==> config.mk <==
export PLATFORM = sky130hd
export DESIGN_NAME = seq_divider
export DESIGN_NICKNAME = d
export VERILOG_FILES = /design/src/rtl/seq_divider.sv
export SDC_FILE = /design/constraint.sdc
export NUM_CORES = 1
export LEC_CHECK = 0
export BUFFER_PORTS_ARGS = -buffer_cell sky130_fd_sc_hd__buf_2
export CAP_MARGIN = 20
export CORE_MARGIN = 1
export CORE_UTILIZATION = 25
export CTS_CLUSTER_SIZE = 10
export DETAILED_ROUTE_END_ITERATION = 12
export GPL_ROUTABILITY_DRIVEN = 0
export GPL_TIMING_DRIVEN = 0
export PLACE_DENSITY = 0.44
export SYNTH_ARGS = -nofsm -noshare
export SYNTH_HDL_FRONTEND = slang
export SYNTH_SLANG_ARGS = --single-unit
==> constraint.sdc <==
create_clock -name clk -period 5.49 [get_ports clk]
set_input_delay 0.2745 -clock clk [delete_from_list [all_inputs] [get_ports clk]]
set_output_delay 0.2745 -clock clk [all_outputs]
set_load 0.01 [all_outputs]
==> src/rtl/seq_divider.sv <==
// Iterative radix-2 restoring divide/remainder unit for RV32M DIV/DIVU/REM/REMU.
// Signed operations run on magnitudes; the sign is applied when the result is latched.
module seq_divider #(
  parameter int DATA_WIDTH = 32
) (
  input  logic                  clk,
  input  logic                  rst,
  input  logic                  start_i,
  input  logic [4:0]            op_i,
  input  logic [DATA_WIDTH-1:0] a_i,
  input  logic [DATA_WIDTH-1:0] b_i,
  input  logic                  kill_i,
  output logic                  ready_o,
  output logic                  busy_o,
  output logic                  valid_o,
  output logic [DATA_WIDTH-1:0] res_o
);

  localparam int CW = $clog2(DATA_WIDTH + 1);
  localparam logic [1:0] S_IDLE = 2'd0;
  localparam logic [1:0] S_CALC = 2'd1;
  localparam logic [1:0] S_DONE = 2'd2;
  localparam logic [DATA_WIDTH-1:0] MOST_NEG = {1'b1, {(DATA_WIDTH-1){1'b0}}};

  logic [1:0]            state_q, state_d;
  logic [CW-1:0]         cnt_q, cnt_d;
  logic [DATA_WIDTH-1:0] rem_q, rem_d;
  logic [DATA_WIDTH-1:0] quot_q, quot_d;
  logic [DATA_WIDTH-1:0] dvsr_q, dvsr_d;
  logic [DATA_WIDTH-1:0] res_q, res_d;
  logic                  is_rem_q, is_rem_d;
  logic                  neg_q, neg_d;

  logic                  op_ok, signed_op, rem_op, a_neg, b_neg, borrow;
  logic [DATA_WIDTH-1:0] a_mag, b_mag, rem_step, quot_step, sel, final_res;
  logic [DATA_WIDTH:0]   shifted, diff;

  assign op_ok     = (op_i[4:2] == 3'b101);
  assign signed_op = ~op_i[0];
  assign rem_op    = op_i[1];
  assign a_neg     = signed_op & a_i[DATA_WIDTH-1];
  assign b_neg     = signed_op & b_i[DATA_WIDTH-1];
  assign a_mag     = a_neg ? (~a_i + 1'b1) : a_i;
  assign b_mag     = b_neg ? (~b_i + 1'b1) : b_i;

  // Borrow lands in the extra top bit because the shifted remainder is always < 2*divisor.
  assign shifted   = {rem_q, quot_q[DATA_WIDTH-1]};
  assign diff      = shifted - {1'b0, dvsr_q};
  assign borrow    = diff[DATA_WIDTH];
  assign rem_step  = borrow ? shifted[DATA_WIDTH-1:0] : diff[DATA_WIDTH-1:0];
  assign quot_step = {quot_q[DATA_WIDTH-2:0], ~borrow};
  assign sel       = is_rem_q ? rem_step : quot_step;
  assign final_res = neg_q ? (~sel + 1'b1) : sel;

  always_comb begin
    state_d  = state_q;
    cnt_d    = cnt_q;
    rem_d    = rem_q;
    quot_d   = quot_q;
    dvsr_d   = dvsr_q;
    res_d    = res_q;
    is_rem_d = is_rem_q;
    neg_d    = neg_q;
    case (state_q)
      S_IDLE, S_DONE: begin
        state_d = S_IDLE;
        if (start_i && !kill_i && op_ok) begin
          is_rem_d = rem_op;
          if (b_i == '0) begin
            res_d   = rem_op ? a_i : '1;
            state_d = S_DONE;
          end else if (signed_op && a_i == MOST_NEG && b_i == '1) begin
            res_d   = rem_op ? '0 : MOST_NEG;
            state_d = S_DONE;
          end else begin
            state_d = S_CALC;
            cnt_d   = '0;
            rem_d   = '0;
            quot_d  = a_mag;
            dvsr_d  = b_mag;
            neg_d   = rem_op ? a_neg : (a_neg ^ b_neg);
          end
        end
      end
      S_CALC: begin
        if (kill_i) begin
          state_d = S_IDLE;
        end else begin
          rem_d  = rem_step;
          quot_d = quot_step;
          cnt_d  = cnt_q + CW'(1);
          if (cnt_q == CW'(DATA_WIDTH - 1)) begin
            state_d = S_DONE;
            res_d   = final_res;
          end
        end
      end
      default: state_d = S_IDLE;
    endcase
  end

  always_ff @(posedge clk) begin
    if (rst) begin
      state_q  <= S_IDLE;
      cnt_q    <= '0;
      rem_q    <= '0;
      quot_q   <= '0;
      dvsr_q   <= '0;
      res_q    <= '0;
      is_rem_q <= 1'b0;
      neg_q    <= 1'b0;
    end else begin
      state_q  <= state_d;
      cnt_q    <= cnt_d;
      rem_q    <= rem_d;
      quot_q   <= quot_d;
      dvsr_q   <= dvsr_d;
      res_q    <= res_d;
      is_rem_q <= is_rem_d;
      neg_q    <= neg_d;
    end
  end

  assign ready_o = (state_q == S_IDLE) || (state_q == S_DONE);
  assign busy_o  = (state_q == S_CALC);
  assign valid_o = (state_q == S_DONE);
  assign res_o   = res_q;

endmodule

## Yosys cells after proc, flatten, opt, wreduce, memory -nomap -nowiden

Cells that the tools add are included.
Widths: inputs -> output; s select.

| storage, ports and cells | value |
|---|---|
| bits in registers | 138 |
| input port bits | 73 |
| output and inout bits | 35 |
| logic and storage cells | 85 |

| cells by class | value |
|---|---|
| add/subtract/negate cells | 5 |
| eq/ne operators | 13 |
| muxes and demuxes | 35 |
| bitwise operators | 10 |
| reductions and logical operators | 14 |

Operators with widths:

| operator | count |
|---|---|
| $mux 32 | 20 |
| $pmux 32 s2 | 3 |
| $add 32x1->32 const B | 3 |
| $not 32->32 | 3 |
| $eq 32x32->1 const B | 2 |
| $sub 33x32->33 | 1 |
| $logic_not 32->1 | 1 |
| $mux 6 | 4 |
| $pmux 6 s2 | 1 |
| $mux 2 | 5 |
| $reduce_and 5->1 | 2 |
| $ne 2x2->1 const B | 4 |
| $add 6x1->6 const B | 1 |
| $eq 6x5->1 const B | 1 |
| $logic_and 1x1->1 | 4 |
| $not 1->1 | 4 |
| $pmux 2 s2 | 1 |
| $reduce_and 4->1 | 1 |
| $eq 3x3->1 const B | 1 |
| $ne 3x2->1 const B | 1 |
| $ne 3x3->1 const B | 1 |
| $and 1x1->1 | 2 |
| $eq 2x1->1 const B | 1 |
| $eq 2x2->1 const B | 1 |
| other kinds (9) | 9 |

## Logic depth before layout (Yosys ltp)

| depth | value |
|---|---|
| word-level depth | 9 |
| mapped depth | 24 |
| gate-level depth less buffers | 20 |

## Worst setup path before layout

No wires, ideal clock.

| timing | value |
|---|---|
| path type | reg-to-reg |
| from | register quot_q[31] |
| to | register res_q[14] (netlist: res_o[14]) |
| library setup time | 0.086 ns |
| data arrival time | 4.532 ns |
| required time | 5.404 ns |
| slack | 0.872 ns |
| cell stages (with the launch flop) | 24 |
| path buffers | 3 |
| clock period less this slack | 4.618 ns |
| cell sequence | dfxtp_1 -> inv_1 -> ha_1 -> inv_1 -> fa_1 -> a211oi_2 -> nor3_2 -> o2111ai_2 -> a21bo_2 -> a21oi_4 -> nor2_4 -> buf_4 -> buf_2 -> mux2i_1 -> nor2_1 -> a21oi_1 -> ha_1 -> inv_1 -> or3b_1 -> buf_6 -> o41ai_2 -> xnor2_1 -> a21oi_1 -> a211oi_1 |

| between the ends | value |
|---|---|
| word-level cells in the longest chain between the ends | 9 |
| elaborated cells between the ends (all ways) | 10 |
| those cells by class | 2 x add/sub; 6 x mux; 2 x bitwise |

Ends and longest elaborated chain:

| item | RTL line | RTL |
|---|---|---|
| from (decl) | 28 | `logic [DATA_WIDTH-1:0] quot_q, quot_d;` |
| from (signal assigned) | 116 | `quot_q <= quot_d;` |
| $sub 33x32->33 | 48 | `assign diff = shifted - {1'b0, dvsr_q};` |
| $mux 32 or $not 1->1 (tied branches) | 50, 51 |  |
| $mux 32 * | 52 | `assign sel = is_rem_q ? rem_step : quot_step;` |
| $not 32->32 | 53 | `assign final_res = neg_q ? (~sel + 1'b1) : sel;` |
| $add 32x1->32 | 53 |  |
| $mux 32 * | 53 |  |
| $mux 32 * | 92 | `if (cnt_q == CW'(DATA_WIDTH - 1)) begin` |
| $mux 32 * | 86 | `if (kill_i) begin` |
| $pmux 32 s2 * | 64 | `case (state_q)` |
| to (signal assigned) | 118 | `res_q <= res_d;` |
| to (decl) | 30 | `logic [DATA_WIDTH-1:0] res_q, res_d;` |

Mark *: on every way between the ends. The rest lies on a longest branch, timed or not. The select of a mux whose other input is x is not followed.
A chain may end at the register's enable or synchronous reset.

## Worst setup path after layout

| timing | value |
|---|---|
| from | register quot_q[31] |
| to | register res_q[31] (netlist: res_o[31]) |

The elaborated chain is that of the path after synthesis.

==> summary.md <==
| Metric | Value |
|---|---|
| Result of the run | complete, no violations |
| PnR Total Power | 0.00307 W |
| GRT Overall Usage | 20.6% |
| Met1 global-route usage | 28.9% |
| Reg2Reg Depth | 16 |
| First-pass GRT wire length | 69600 µm |
| Critical path cell sequence | inv_1 -> ha_1 -> inv_1 -> fa_1 -> a211oi_4 -> nor3_4 -> or3b_2 -> a21oi_1 -> a211oi_1 -> a2111oi_1 -> a211oi_1 -> nor3_1 -> and3b_1 -> a41oi_1 -> xor2_1 -> o41ai_2 |
| Min-Delay Path Depth | 3 |
| Drt first pass iters | 5 |
| Antenna Nets Post-Route | 0 |
| Max-cap violation count | 0 |
| Deepest level of the CTS H-tree | 4 |
| Initial core utilization | 25.4% |
| Portion of the clock cycle consumed by the worst path in the final layout | 95.8% |
| Path type of the worst min-delay path | input port to flop |
| Worst setup slack for register-to-register paths | 0.23 ns |
| Number of rows in the core area | 76 |
| Multi-input combinational cell area | 7590 µm² |
| Minimum period implied by the final worst setup slack | 5.26 ns |
| Via density per instance | 5.29 |
| Number of antenna violations at the first check in global routing | 0 |
| Data arrival time at the worst-slack endpoint | 5.60 ns |
| Sequential standard cell area | 2760 µm² |
| Die width | 212 µm |
| Nature of the critical path startpoint | flop |
| Stage delay of the slowest cell on the critical path | 0.85 ns |
| Post-Route Utilization | 29.9% |
| Total length of routed wires | 46300 µm |
| Clock sink total | 138 |
| Crit path buf inv count | 2 |
| Largest net degree at the start of global routing | 20 |
| Insertion delay of the later-clocked pin in the worst-skew pair | 0.45 ns |
| Fill cells | 4793 |
| Hold Fails Final Rpt | 0 |
| Total power density per cell area | 237 nW/µm² |
| Most used routing layer | met2 |
| Initial drt markers | 945 |
| Critical R2R Launch | quot_q[31]$_SDFFE_PP0P_ |
| Grt met2 use | 33.6% |
| Kind of cell with the highest combined delay on the critical path | compound AO/OA/AOI/OAI gates |
| Sequential area share after synthesis | 25.1% |
| Max Root-Sink Buffers | 2 |
| Leading cell types in the layout, fill and taps excluded | sky130_fd_sc_hd__nor2_1 (183), sky130_fd_sc_hd__a21oi_1 (151), sky130_fd_sc_hd__nand2_1 (138), sky130_fd_sc_hd__dfxtp_1 (138), sky130_fd_sc_hd__buf_2 (125) |
| Routed wirelength normalized by instance count | 20.7 µm |
| Hold Worst Slack | 0.165 ns |
| Final Net Count | 1744 |
| Critical-path top delay cell | sky130_fd_sc_hd__a2111oi_1 |
| Post-detail-place hpwl | 37600 µm |
| Cell total after placement | 2197 |
| Layout cells sized above 1 | 13.6% |
| Peak fanout along the critical path | 5 |
| CP Class | flop to flop |
| Worst R2R End | res_o[31]$_SDFFE_PP0P_ |
| Final worst clock skew | 0.0152 ns |
| Worst Min Path Start | b_i[1] |
| Number of buffers added by the clock tree synthesis step | 17 |
| Number of top-level pins | 108 |
| Static Leak | 4.84 nW |
| Max Clock Freq | 190 MHz |
| Register bit total from synthesis | 138 |
| Commonest non-fill, non-tap cell in the layout | sky130_fd_sc_hd__nor2_1 |
| Yosys warns | 0 |
| Post-Syn Area | 11000 µm² |
| Layout Cells excl Fill | 2231 |
| Peak supply drop | 0.170 mV |
| Worst-Margin Slew | 1.06 ns |
| Detailed-route DRC error count | 0 |
| Data required, critical path | 5.83 ns |
| Grt met3 use | 2.98% |
| Setup repair after global routing missed its margin | false |
| # setup viols final | 0 |
| TritonCTS clock tree | yes |
| Setup crit end kind | flop |
| Ys async rst share | 0% |
| Most instantiated flip-flop cell in the synthesis netlist | sky130_fd_sc_hd__dfxtp_1 |
| Die area | 44800 µm² |
| Post-synth EDFFs | 0 |
| Avg Inst Size Synth | 7.31 µm² |
| Root Buffer Master | sky130_fd_sc_hd__clkbuf_16 |
| Number of pins with negative max-slew slack in the final report | 0 |
| Number of port buffers | 106 |
| Standard cell core area | 43300 µm² |
| Relative area change from synthesis to final layout | 17.6% |
| Final global-route overflow total | 0 |
| Number of instances in the synthesized netlist | 1505 |
| Relative slew slack | 29.6% |
| Clock-pin slew reported for the worst setup and hold paths after clock tree synthesis | 0.07 ns |
| Synthesized Nets | 1616 |
| Number of antenna repair diodes | 0 |
| End point of the worst hold path | dvsr_q[1]$_SDFFE_PP0P_ |
| Overall die height | 212 µm |
| Number of distinct library cells after synthesis | 91 |
| Total via count after detailed routing | 11.8k |
| Number of global-route vias before repair | 11.2k |
-- metal layers --
metal	wire length [µm]	share of wire, %
met5	0	0
met4	475	1.0
met3	2640	5.7
met2	20700	45
met1	22500	49
-- cells by family (layout without fill, tap and decap cells) --
group / Yosys count / in the layout / share of synthesized area, %
adder cells (fa/ha/maj): 38 / 38 / 4.39
multiplexers: 24 / 24 / 2.24
XOR/XNOR: 101 / 101 / 8.04
flip-flops: 138 / 138 / 25.1
buffers and inverters: 166 / 307 / 6.34
AO/OA/AOI/OAI: 503 / 503 / 30.5
AND/OR/NAND/NOR: 535 / 535 / 23.3
-- worst min-delay path, delay by kind of cell --
| family | cells | cell delay [ns] |
|---|---|---|
| compound gates | 1 | 0.08 |
| buf+inv | 1 | 0.12 |
| simple gates | 1 | 0.07 |
-- cells in the mapped netlist, types with 4 or more instances --
library cell / n / area [µm²]
sky130_fd_sc_hd__xor2_1: 43 / 377
sky130_fd_sc_hd__inv_1: 62 / 233
sky130_fd_sc_hd__ha_1: 37 / 463
sky130_fd_sc_hd__o221ai_1: 5 / 43.8
sky130_fd_sc_hd__o31ai_1: 14 / 105
sky130_fd_sc_hd__buf_1: 6 / 22.5
sky130_fd_sc_hd__o211ai_1: 42 / 315
sky130_fd_sc_hd__nand2b_1: 9 / 56.3
sky130_fd_sc_hd__clkbuf_1: 69 / 259
sky130_fd_sc_hd__nand3_1: 23 / 115
sky130_fd_sc_hd__a311oi_1: 8 / 70.1
sky130_fd_sc_hd__mux2i_1: 19 / 190
sky130_fd_sc_hd__o41ai_1: 10 / 87.6
sky130_fd_sc_hd__a21o_1: 17 / 128
sky130_fd_sc_hd__or2_2: 7 / 43.8
sky130_fd_sc_hd__a221oi_1: 5 / 43.8
sky130_fd_sc_hd__a22oi_1: 4 / 30.0
sky130_fd_sc_hd__nand2_1: 138 / 518
sky130_fd_sc_hd__or3_1: 23 / 144
sky130_fd_sc_hd__o21bai_1: 5 / 37.5
sky130_fd_sc_hd__nor4_1: 9 / 56.3
sky130_fd_sc_hd__and3_1: 8 / 50.1
sky130_fd_sc_hd__a31o_2: 4 / 35.0
sky130_fd_sc_hd__o21ai_0: 82 / 410
sky130_fd_sc_hd__or4_1: 8 / 60.1
sky130_fd_sc_hd__buf_6: 5 / 56.3
sky130_fd_sc_hd__and2_1: 5 / 31.3
sky130_fd_sc_hd__a211oi_1: 51 / 383
sky130_fd_sc_hd__nor2b_1: 10 / 62.6
sky130_fd_sc_hd__nor3_2: 4 / 40.0
sky130_fd_sc_hd__nor3_1: 50 / 250
sky130_fd_sc_hd__a21oi_1: 151 / 756
sky130_fd_sc_hd__mux2_2: 5 / 56.3
sky130_fd_sc_hd__xnor2_1: 58 / 508
sky130_fd_sc_hd__nor2_1: 183 / 687
sky130_fd_sc_hd__dfxtp_1: 138 / 2760
sky130_fd_sc_hd__o21a_1: 10 / 75.1
sky130_fd_sc_hd__nand4_1: 29 / 181
sky130_fd_sc_hd__a31oi_1: 46 / 288
sky130_fd_sc_hd__buf_2: 20 / 100
sky130_fd_sc_hd__nand3b_1: 6 / 45.0
-- report_power, final --
| part | total, W | internal, W | switching, W |
|---|---|---|---|
| combinational | 0.000843 | 0.000284 | 0.000559 |
| sequential | 0.00102 | 0.00101 | 0.00000959 |
| clock | 0.00121 | 0.000696 | 0.000510 |
-- sequential cells by signal, indices dropped and copies added (netlist names) --
signal / count
res_o: 32
neg_q: 1
state_q: 2
cnt_q: 6
is_rem_q: 1
rem_q: 32
dvsr_q: 32
quot_q: 32
-- worst max-delay path by stage --
stage | startpoint | endpoint | slack [ns] | cells past startpoint
CTS | quot_q[31]$_SDFFE_PP0P_ | res_o[24]$_SDFFE_PP0P_ | 0.03 | 23
detailed placement | quot_q[31]$_SDFFE_PP0P_ | res_o[24]$_SDFFE_PP0P_ | -0.41 | 23
global placement | quot_q[31]$_SDFFE_PP0P_ | res_o[24]$_SDFFE_PP0P_ | -0.41 | 23
global route | quot_q[31]$_SDFFE_PP0P_ | res_o[14]$_SDFFE_PP0P_ | 0.02 | 22
finish | quot_q[31]$_SDFFE_PP0P_ | res_o[31]$_SDFFE_PP0P_ | 0.23 | 16
floorplan | quot_q[31]$_SDFFE_PP0P_ | res_o[14]$_SDFFE_PP0P_ | 0.87 | 23
-- area by class of cell --
type	instances	share of cell area, %
inverter	63	1.83
clock buffer	19	3.50
sequential	138	21.4
buffer	102	3.56
timing repair buffer	110	4.31
multi-input combinational	1201	58.7
tap	585	5.66
clock inverter	13	1.11
-- what timing repair did --
item / in CTS / in global routing
setup endpoints to repair: 13 / 13
buffers inserted: 1 / 1
hold buffers: 0 / 0
pin swaps: 1 / 2
gates resized for setup: 2 / 9
-- stage by stage --
step	setup WS (ns)	cell area, µm²	setup TNS [ns]
final	0.230	12900	0
after global routing	0.0201	12900	0
after CTS	0.0260	12900	0
after detailed placement	-0.412	12300	-3.42
after global placement	-0.409	12300	-3.99
after floorplan	0.872	11000	0
No activity file was read; power rests on OpenSTA's default activity.
